## config.mk

```make
export PLATFORM = sky130hd
export DESIGN_NAME = video_timing_gol
export DESIGN_NICKNAME = d
export VERILOG_FILES = /design/src/rtl/video_timing_gol.sv
export SDC_FILE = /design/constraint.sdc
export NUM_CORES = 1
export LEC_CHECK = 0
export BUFFER_PORTS_ARGS = -buffer_cell sky130_fd_sc_hd__buf_2
export CAP_MARGIN = 20
export CELL_PAD_IN_SITES_DETAIL_PLACEMENT = 1
export CELL_PAD_IN_SITES_GLOBAL_PLACEMENT = 1
export CORE_MARGIN = 2
export CORE_UTILIZATION = 40
export CTS_CLUSTER_SIZE = 40
export DETAILED_ROUTE_END_ITERATION = 8
export PLACE_DENSITY_LB_ADDON = 0.1
export REMOVE_ABC_BUFFERS = 1
export SYNTH_ARGS = -nofsm -noshare
export SYNTH_HDL_FRONTEND = slang
export SYNTH_SLANG_ARGS = --single-unit
export TNS_END_PERCENT = 1
```

## constraint.sdc

```tcl
create_clock -name clk -period 2.7 [get_ports clk]
set_clock_uncertainty 0.1 [all_clocks]
set_input_delay 0.135 -clock clk [delete_from_list [all_inputs] [get_ports clk]]
set_output_delay 0.135 -clock clk [all_outputs]
set_load 0.05 [all_outputs]
```

## src/rtl/video_timing_gol.sv

```systemverilog
// 720p video timing generator with a Game of Life step-request handshake.
// Optional macro STEP_DIV_EN: one step per step_div+1 frames instead of every frame.
module video_timing_gol #(
  parameter int SYNC_DELAY   = 2,  // 1..4
  parameter int STEP_DIV_W   = 8,
  parameter int H_ACTIVE     = 1280,
  parameter int H_SYNC_START = 1390,
  parameter int H_SYNC_END   = 1430,
  parameter int H_TOTAL      = 1650,
  parameter int V_ACTIVE     = 720,
  parameter int V_SYNC_START = 725,
  parameter int V_SYNC_END   = 730,
  parameter int V_TOTAL      = 750
) (
  input  logic                  clk,
  input  logic                  rst,
  output logic [11:0]           pixel_x,
  output logic [11:0]           pixel_y,
  output logic                  de,
  output logic                  de_o,
  output logic                  hsync_o,
  output logic                  vsync_o,
  output logic                  frame_start,
  input  logic [STEP_DIV_W-1:0] step_div,
  output logic                  step_req,
  input  logic                  step_ack,
  output logic [7:0]            overrun_cnt
);

  localparam logic [11:0] H_LAST = 12'(H_TOTAL - 1);
  localparam logic [11:0] V_LAST = 12'(V_TOTAL - 1);
  localparam logic [11:0] H_ACT  = 12'(H_ACTIVE);
  localparam logic [11:0] V_ACT  = 12'(V_ACTIVE);
  localparam logic [11:0] H_SS   = 12'(H_SYNC_START);
  localparam logic [11:0] H_SE   = 12'(H_SYNC_END);
  localparam logic [11:0] V_SS   = 12'(V_SYNC_START);
  localparam logic [11:0] V_SE   = 12'(V_SYNC_END);

  logic [11:0] next_x;
  logic [11:0] next_y;
  logic        hsync;
  logic        vsync;
  logic        blank_start;
  logic        step_evt;

  always_comb begin
    next_x = pixel_x + 12'd1;
    next_y = pixel_y;
    if (pixel_x == H_LAST) begin
      next_x = '0;
      next_y = (pixel_y == V_LAST) ? '0 : pixel_y + 12'd1;
    end
  end

  // Every timing output is decoded from the next-state counters so it lines up with them.
  always_ff @(posedge clk) begin
    if (rst) begin
      pixel_x     <= H_LAST;
      pixel_y     <= V_LAST;
      de          <= 1'b0;
      hsync       <= 1'b0;
      vsync       <= 1'b0;
      frame_start <= 1'b0;
    end else begin
      pixel_x     <= next_x;
      pixel_y     <= next_y;
      de          <= (next_x < H_ACT) && (next_y < V_ACT);
      hsync       <= (next_x >= H_SS) && (next_x < H_SE);
      vsync       <= (next_y >= V_SS) && (next_y < V_SE);
      frame_start <= (next_x == 12'd0) && (next_y == 12'd0);
    end
  end

  logic [2:0] sync_pipe [SYNC_DELAY];

  always_ff @(posedge clk) begin
    if (rst) begin
      for (int i = 0; i < SYNC_DELAY; i++) sync_pipe[i] <= '0;
    end else begin
      sync_pipe[0] <= {de, hsync, vsync};
      for (int i = 1; i < SYNC_DELAY; i++) sync_pipe[i] <= sync_pipe[i-1];
    end
  end

  assign {de_o, hsync_o, vsync_o} = sync_pipe[SYNC_DELAY-1];

  assign blank_start = (pixel_x == 12'd0) && (pixel_y == V_ACT);

`ifdef STEP_DIV_EN
  logic [STEP_DIV_W-1:0] div_cnt;
  logic                  div_hit;

  // >= rather than == so a step_div lowered below the count fires at the next blank.
  assign div_hit = (div_cnt >= step_div);

  always_ff @(posedge clk) begin
    if (rst)              div_cnt <= '0;
    else if (blank_start) div_cnt <= div_hit ? '0 : div_cnt + STEP_DIV_W'(1);
  end

  assign step_evt = blank_start && div_hit;
`else
  logic unused_step_div;
  assign unused_step_div = ^step_div;
  assign step_evt        = blank_start;
`endif

  // step_req: valid-style request, held until step_ack is sampled high; ack while idle is ignored.
  typedef enum logic {S_IDLE, S_REQ} hs_state_t;
  hs_state_t state, state_nxt;
  logic      overrun_inc;

  always_ff @(posedge clk) begin
    if (rst) state <= S_IDLE;
    else     state <= state_nxt;
  end

  always_comb begin
    state_nxt   = state;
    overrun_inc = 1'b0;
    case (state)
      S_IDLE: if (step_evt) state_nxt = S_REQ;
      S_REQ: begin
        if (step_evt) overrun_inc = !step_ack;
        else if (step_ack) state_nxt = S_IDLE;
      end
      default: state_nxt = S_IDLE;
    endcase
  end

  assign step_req = (state == S_REQ);

  always_ff @(posedge clk) begin
    if (rst)                                     overrun_cnt <= '0;
    else if (overrun_inc && overrun_cnt != 8'hFF) overrun_cnt <= overrun_cnt + 8'd1;
  end

endmodule
```

==> impl_metrics.csv, run 1 <==
group,metric,value,unit
clock_network,cts_root_buffer,"clkbuf_8",
floorplanning,dieArea,0.00649,mm^2
layout,areaGrowthSynthToFinish,19.5,%
route,wl_per_cell,15.4,um
placed_design,placed_cell_area,0.00271,mm^2
yosys,synth.area.top_cells,"dfxtp_1 (37%), nor2_1 (4.2%), ha_1 (3.7%), xnor2_1 (3.4%), xor2_1 (3.4%)",
route,ant_nets,0,
outcome,outcome,"complete, no violations",
route,drc,0,
floorplanning,coreArea,0.00557,mm^2
yosys,synth_top_area_cell,"dfxtp_1",
power,vdd_drop_max,0.497,mV
floorplanning,die_height,80.5,um
global_route,grt_start_max_net_pins,42,
route,via_per_inst,5.43,
yosys,postSynthCellCount,267,
power,fin_total_pwr,0.00324,W
yosys,synthArstFlopShare,0,%
global_route,grt_pass1_vias,2042,
clock_network,cts_sinks,43,
critical_path,worst-endpoint-required,2.83,ns
clock_network,clk_latency,0.30,ns
route,wl,6050,um
clock_network,htree_levels,2,
yosys,synthTopCellsByCount,"dfxtp_1 (43), nor2_1 (26), o21ai_0 (15), nand3_1 (13), nor3_1 (13)",
timing,slew_headroom,50.9,%
yosys,synthDistinctLibCells,57,
route,firstDrtPassIters,4,
yosys,yosysMostFrequentCell,"dfxtp_1",
timing,hold_viol,0,
critical_path,crit_type,"reg2reg",
critical_path,r2r_setup_slack,0.21,ns
timing,fin_crit_sh,92.2,%
yosys,synth_edf_count,0,
timing,fmax,402,MHz
global_route,grt_antenna_before_repair,0,
critical_path,critPathMaxFanout,10,
timing,drv_slew,0,
layout,nFillCells,681,
timing,fin_crit,2.49,ns
route,num_vias,2130,
layout,multi_input_area,0.00137,mm^2
yosys,synth_area,0.00234,mm^2
timing,worst_slack,0.210,ns
clock_network,cts_tree,"done",
floorplanning,die_x,80.5,um
yosys,synth-seq-cells,43,
timing,setup_violations,0,
placed_design,hpwlAfterDp,4530,um
floorplanning,io_pins,49,
route,drt_iter0_drc,94,
placed_design,place_congestion,0.831,
power,power_per_cell_area,1160,mW/mm^2
yosys,synth.avg_cell_area,8.78,um^2
timing,rsz0062_at_grt,"false",
layout,ff_latch_area,861,um^2
clock_network,cts.clk_slew.worst_paths,0.10,ns
floorplanning,initial_core_util,42.0,%
layout,antenna_cells,0,
job,drv_cap,0,
power,power.leakage,1.11,nW
global_route,grt-ovfl-total,0,
clock_network,hold_buffers,0,
critical_path,worstSetupStartpointType,"flip-flop",
timing,worst_pin_slew,0.736,ns
yosys,synth_top_flop_cell,"dfxtp_1",
yosys,synth_top_area_share,36.7,%
global_route,grt_pass1_wl,10100,um
floorplanning,num_rows,27,
placed_design,placed_cells,384,
clock_network,clock_path_buffers,2,
placed_design,numPortBuffers,40,
clock_network,post-cts-setup-buffer-count,0,
critical_path,worstSetupEndpointType,"flip-flop",
yosys,yosysSeqAreaShare,36.7,%
layout,final_area,0.00280,mm^2
layout,instances_no_fill,392,
clock_network,cts_buffers,5,
placed_design,place_ws,0.143,ns
layout,drive_above_1_share,27.8,%
critical_path,arrival,2.62,ns
global_route,track_usage,20.0,%
layout,fin_nets,337,
yosys,ys.warnings.count,0,
hold_path,hold_path_class,"in2reg",
==> per-layer routing <==
layer  routed length, um  track usage, %  up-vias
li1                    -               -     1067
met1                2880            26.2     1019
met2                2880            33.4       35
met3                 192            3.26        9
met4                  97            6.78        0
met5                   0               0        -
==> per-stage QoR <==
step / TNS [ns] / utilization [%] / hold slack, ns
after floorplan: -0.191 / - / 0.104
after global placement: 0 / 48.6 / 0.320
after detailed placement: 0 / 48.6 / 0.328
after CTS: 0 / 50.2 / 0.125
after global routing: 0 / 50.3 / 0.144
final: 0 / 50.3 / 0.130
==> worst max-delay path, cell delays in order, from the launching register on <==
cell     delay, ns
dfxtp_1       0.34
nor3_1        0.37
and4_1        0.51
nor2_1        0.10
a211o_1       0.34
or4_4         0.43
nor4_2        0.23
==> power breakdown <==
group | total, W | leakage [nW] | internal, W | switching, W
sequential | 0.000805 | 0.350 | 0.000735 | 0.0000694
clock | 0.000431 | 0.0408 | 0.000185 | 0.000246
combinational | 0.00200 | 0.717 | 0.000753 | 0.00125
==> registers in the layout, summed over array words and instances (netlist names) <==
name	flops
overrun_cnt	8
vsync	1
pixel_x	12
step_req	1
hsync	1
pixel_y	12
de	1
sync_pipe	6
frame_start	1
==> placed cells by master, fill, tap and decap left out, drive strengths merged, types with 6 or more instances in the layout <==
cell type	netlist	layout
or2	6	6
xnor2	9	9
nor3	14	14
o21ai	15	15
dfxtp	43	43
nand4	9	9
a21oi	8	8
nor2	26	26
inv	6	7
buf	10	61
nand2	9	9
nand3	13	13
and3	6	6
xor2	9	9
ha	7	7
nor2b	9	9
==> cells by family (layout without fill, tap and decap cells) <==
| group | Yosys count | count (layout) | synth area share, % |
|---|---|---|---|
| simple gates | 128 | 128 | 33.5 |
| compound gates | 46 | 46 | 12.9 |
| flops | 43 | 43 | 36.7 |
| buf+inv | 22 | 75 | 5.07 |
| xor+xnor | 18 | 18 | 6.73 |
| fa+ha+maj | 7 | 7 | 3.74 |
| mux | 3 | 3 | 1.33 |
==> area by class of cell <==
type	instances	area share (%)
Multi-Input combinational cell	202	48.7
Sequential cell	43	30.7
Timing Repair Buffer	61	13.2
Tap cell	72	3.22
Clock buffer	5	2.46
Clock inverter	3	0.849
Inverter	6	0.804
==> path summary, 6_finish.rpt <==
path,endpoint,cells past startpoint,from
setup / recovery,frame_start,6,pixel_y[8]
hold / removal,step_req,3,step_ack
setup reg to reg,frame_start,6,pixel_y[8]
hold reg to reg,sync_pipe[0][4],1,sync_pipe[0][1]
==> repair_timing <==
action | in CTS | in global routing
hold endpoints to repair | 0 | 0
resized for setup | 0 | 1
endpoints found under the setup margin | 0 | 3
No activity file was read; power rests on OpenSTA's default activity.
==> run 2, diff against run 1 <==
--- a/config.mk
+++ b/config.mk
@@ -9,7 +9,6 @@
 export CAP_MARGIN = 20
 export CELL_PAD_IN_SITES_DETAIL_PLACEMENT = 1
 export CELL_PAD_IN_SITES_GLOBAL_PLACEMENT = 1
-export CORE_MARGIN = 2
 export CORE_UTILIZATION = 40
 export CTS_CLUSTER_SIZE = 40
 export DETAILED_ROUTE_END_ITERATION = 8
==> run 2 against run 1 <==
Net effect:
- core utilization up 0.76 points
- wire length up 1.1%
- sequential share of layout area down 0.46 points
- via count is 1.1% higher
- largest power group unchanged
==> impl_metrics.csv, run 2 (synthesis gave the netlist of run 1 again) <==
group,metric,value,unit
outcome,outcome,"complete, no violations",
route,drc,0,
layout,drive_above_1_share,28.0,%
timing,hold_viol,0,
placed_design,numPortBuffers,40,
clock_network,cts_root_buffer,"clkbuf_8",
power,vdd_drop_max,0.563,mV
floorplanning,dieArea,0.00617,mm^2
clock_network,cts_tree,"done",
timing,worst_slack,0.223,ns
clock_network,clock_path_buffers,2,
timing,rsz0062_at_grt,"false",
global_route,grt-ovfl-total,0,
power,power_frac_seq,23.5,%
placed_design,place_ws,0.179,ns
placed_design,hpwlAfterDp,4390,um
global_route,grt_start_max_net_pins,42,
power,internal_power,0.00185,W
clock_network,clk_latency,0.30,ns
route,via_per_inst,5.48,
floorplanning,coreArea,0.00557,mm^2
floorplanning,num_rows,27,
layout,final_cell_mix,"dfxtp_1 (43), buf_2 (40), nor2_1 (26)",
route,ant_nets,0,
timing,setup_violations,0,
critical_path,worstSetupEndpointType,"flip-flop",
floorplanning,die_height,78.5,um
power,power_frac_comb,58.1,%
timing,drv_slew,0,
critical_path,crit_type,"reg2reg",
clock_network,cts.clk_slew.worst_paths,0.10,ns
timing,fmax,404,MHz
hold_path,hold_path_class,"in2reg",
timing,holdWs,0.130,ns
layout,instances_no_fill,393,
global_route,track_usage,21.2,%
timing,slew_headroom,49.9,%
power,fin_total_pwr,0.00341,W
placed_design,place_congestion,0.796,
timing,fin_crit_sh,91.7,%
critical_path,critPathMaxFanout,10,
layout,fin_nets,338,
power,power.leakage,1.13,nW
placed_design,placed_cells,383,
floorplanning,io_pins,49,
floorplanning,die_x,78.5,um
power,switching_share,45.8,%
route,drt_iter0_drc,105,
clock_network,cts_sinks,43,
critical_path,worstSetupStartpointType,"flip-flop",
power,switchingPower,0.00156,W
route,wl_per_cell,15.6,um
clock_network,cts_buffers,5,
timing,fin_crit,2.48,ns
power,p_clk_share,18.4,%
global_route,grt_pass1_wl,10400,um
route,wl,6120,um
layout,antenna_cells,0,
layout,areaGrowthSynthToFinish,21.4,%
global_route,grt_pass1_vias,2074,
power,power_per_cell_area,1200,mW/mm^2
layout,largestRegisters,"pixel_x x12, pixel_y x12, overrun_cnt x8",
global_route,grt_antenna_before_repair,0,
route,firstDrtPassIters,4,
clock_network,htree_levels,2,
critical_path,worst-endpoint-required,2.83,ns
layout,final_common_cell,"dfxtp_1",
critical_path,arrival,2.60,ns
floorplanning,initial_core_util,42.0,%
job,drv_cap,0,
layout,post-route-util,51.0,%
route,num_vias,2153,
timing,worst_pin_slew,0.751,ns
run 2: power groups by stage:
stage	Clock, W	Combinational, W	Sequential, W
after global placement	0	0.00191	0.000813
after CTS	0.000641	0.00194	0.000802
final	0.000628	0.00198	0.000802
after detailed placement	0	0.00193	0.000815
after global routing	0.000668	0.00217	0.000816
after floorplan	0	0.000888	0.00123
run 2: worst paths after layout:
| check | slack [ns] | end | from | cells after the start |
|---|---|---|---|---|
| worst min-delay path | 0.13 | step_req | step_ack | 3 |
| worst min register to register | 0.35 | sync_pipe[0][4] | sync_pipe[0][1] | 1 |
| worst max register to register | 0.22 | frame_start | pixel_y[8] | 8 |
| worst max-delay path | 0.22 | frame_start | pixel_y[8] | 8 |
run 2: per-layer routing:
metal  share of wire, %  wire, um  track usage (%)
met5                  0         0                0
met4                1.3        78             5.93
met3                2.5       154             3.37
met2                 49      2980             36.2
met1                 48      2910             27.3
run 2: final cells by class:
class | count | area [um^2]
multi-input combinational | 202 | 1370
fill | 685 | 2730
clock inverter | 3 | 71.3
clock buffer | 5 | 68.8
timing repair buffer | 62 | 365
sequential | 43 | 861
inverter | 6 | 22.5
tap | 72 | 90.1
run 2: worst max-delay path: stages, from the launching register on:
cell and delay (ns):
dfxtp_1 0.34, nor3_1 0.35, and4_1 0.50, buf_4 0.22, o21ai_0 0.09, a22oi_1 0.23, and2_1 0.21, nand3_1 0.14
nor4_2 0.22
run 2: repair_timing:
action | in CTS | in global routing
setup endpoints to repair | 0 | 3
gates resized for setup | 0 | 1
hold buffers | 0 | 0
buffers inserted | 0 | 2
run 2: stage by stage:
| step | area (um^2) | setup TNS [ns] |
|---|---|---|
| 4_1_cts | 2830 | 0 |
| 3_3_place_gp | 2690 | 0 |
| 2_1_floorplan | 2250 | -0.191 |
| 3_5_place_dp | 2690 | 0 |
| 5_1_grt | 2840 | 0 |
| 6_report | 2840 | 0 |
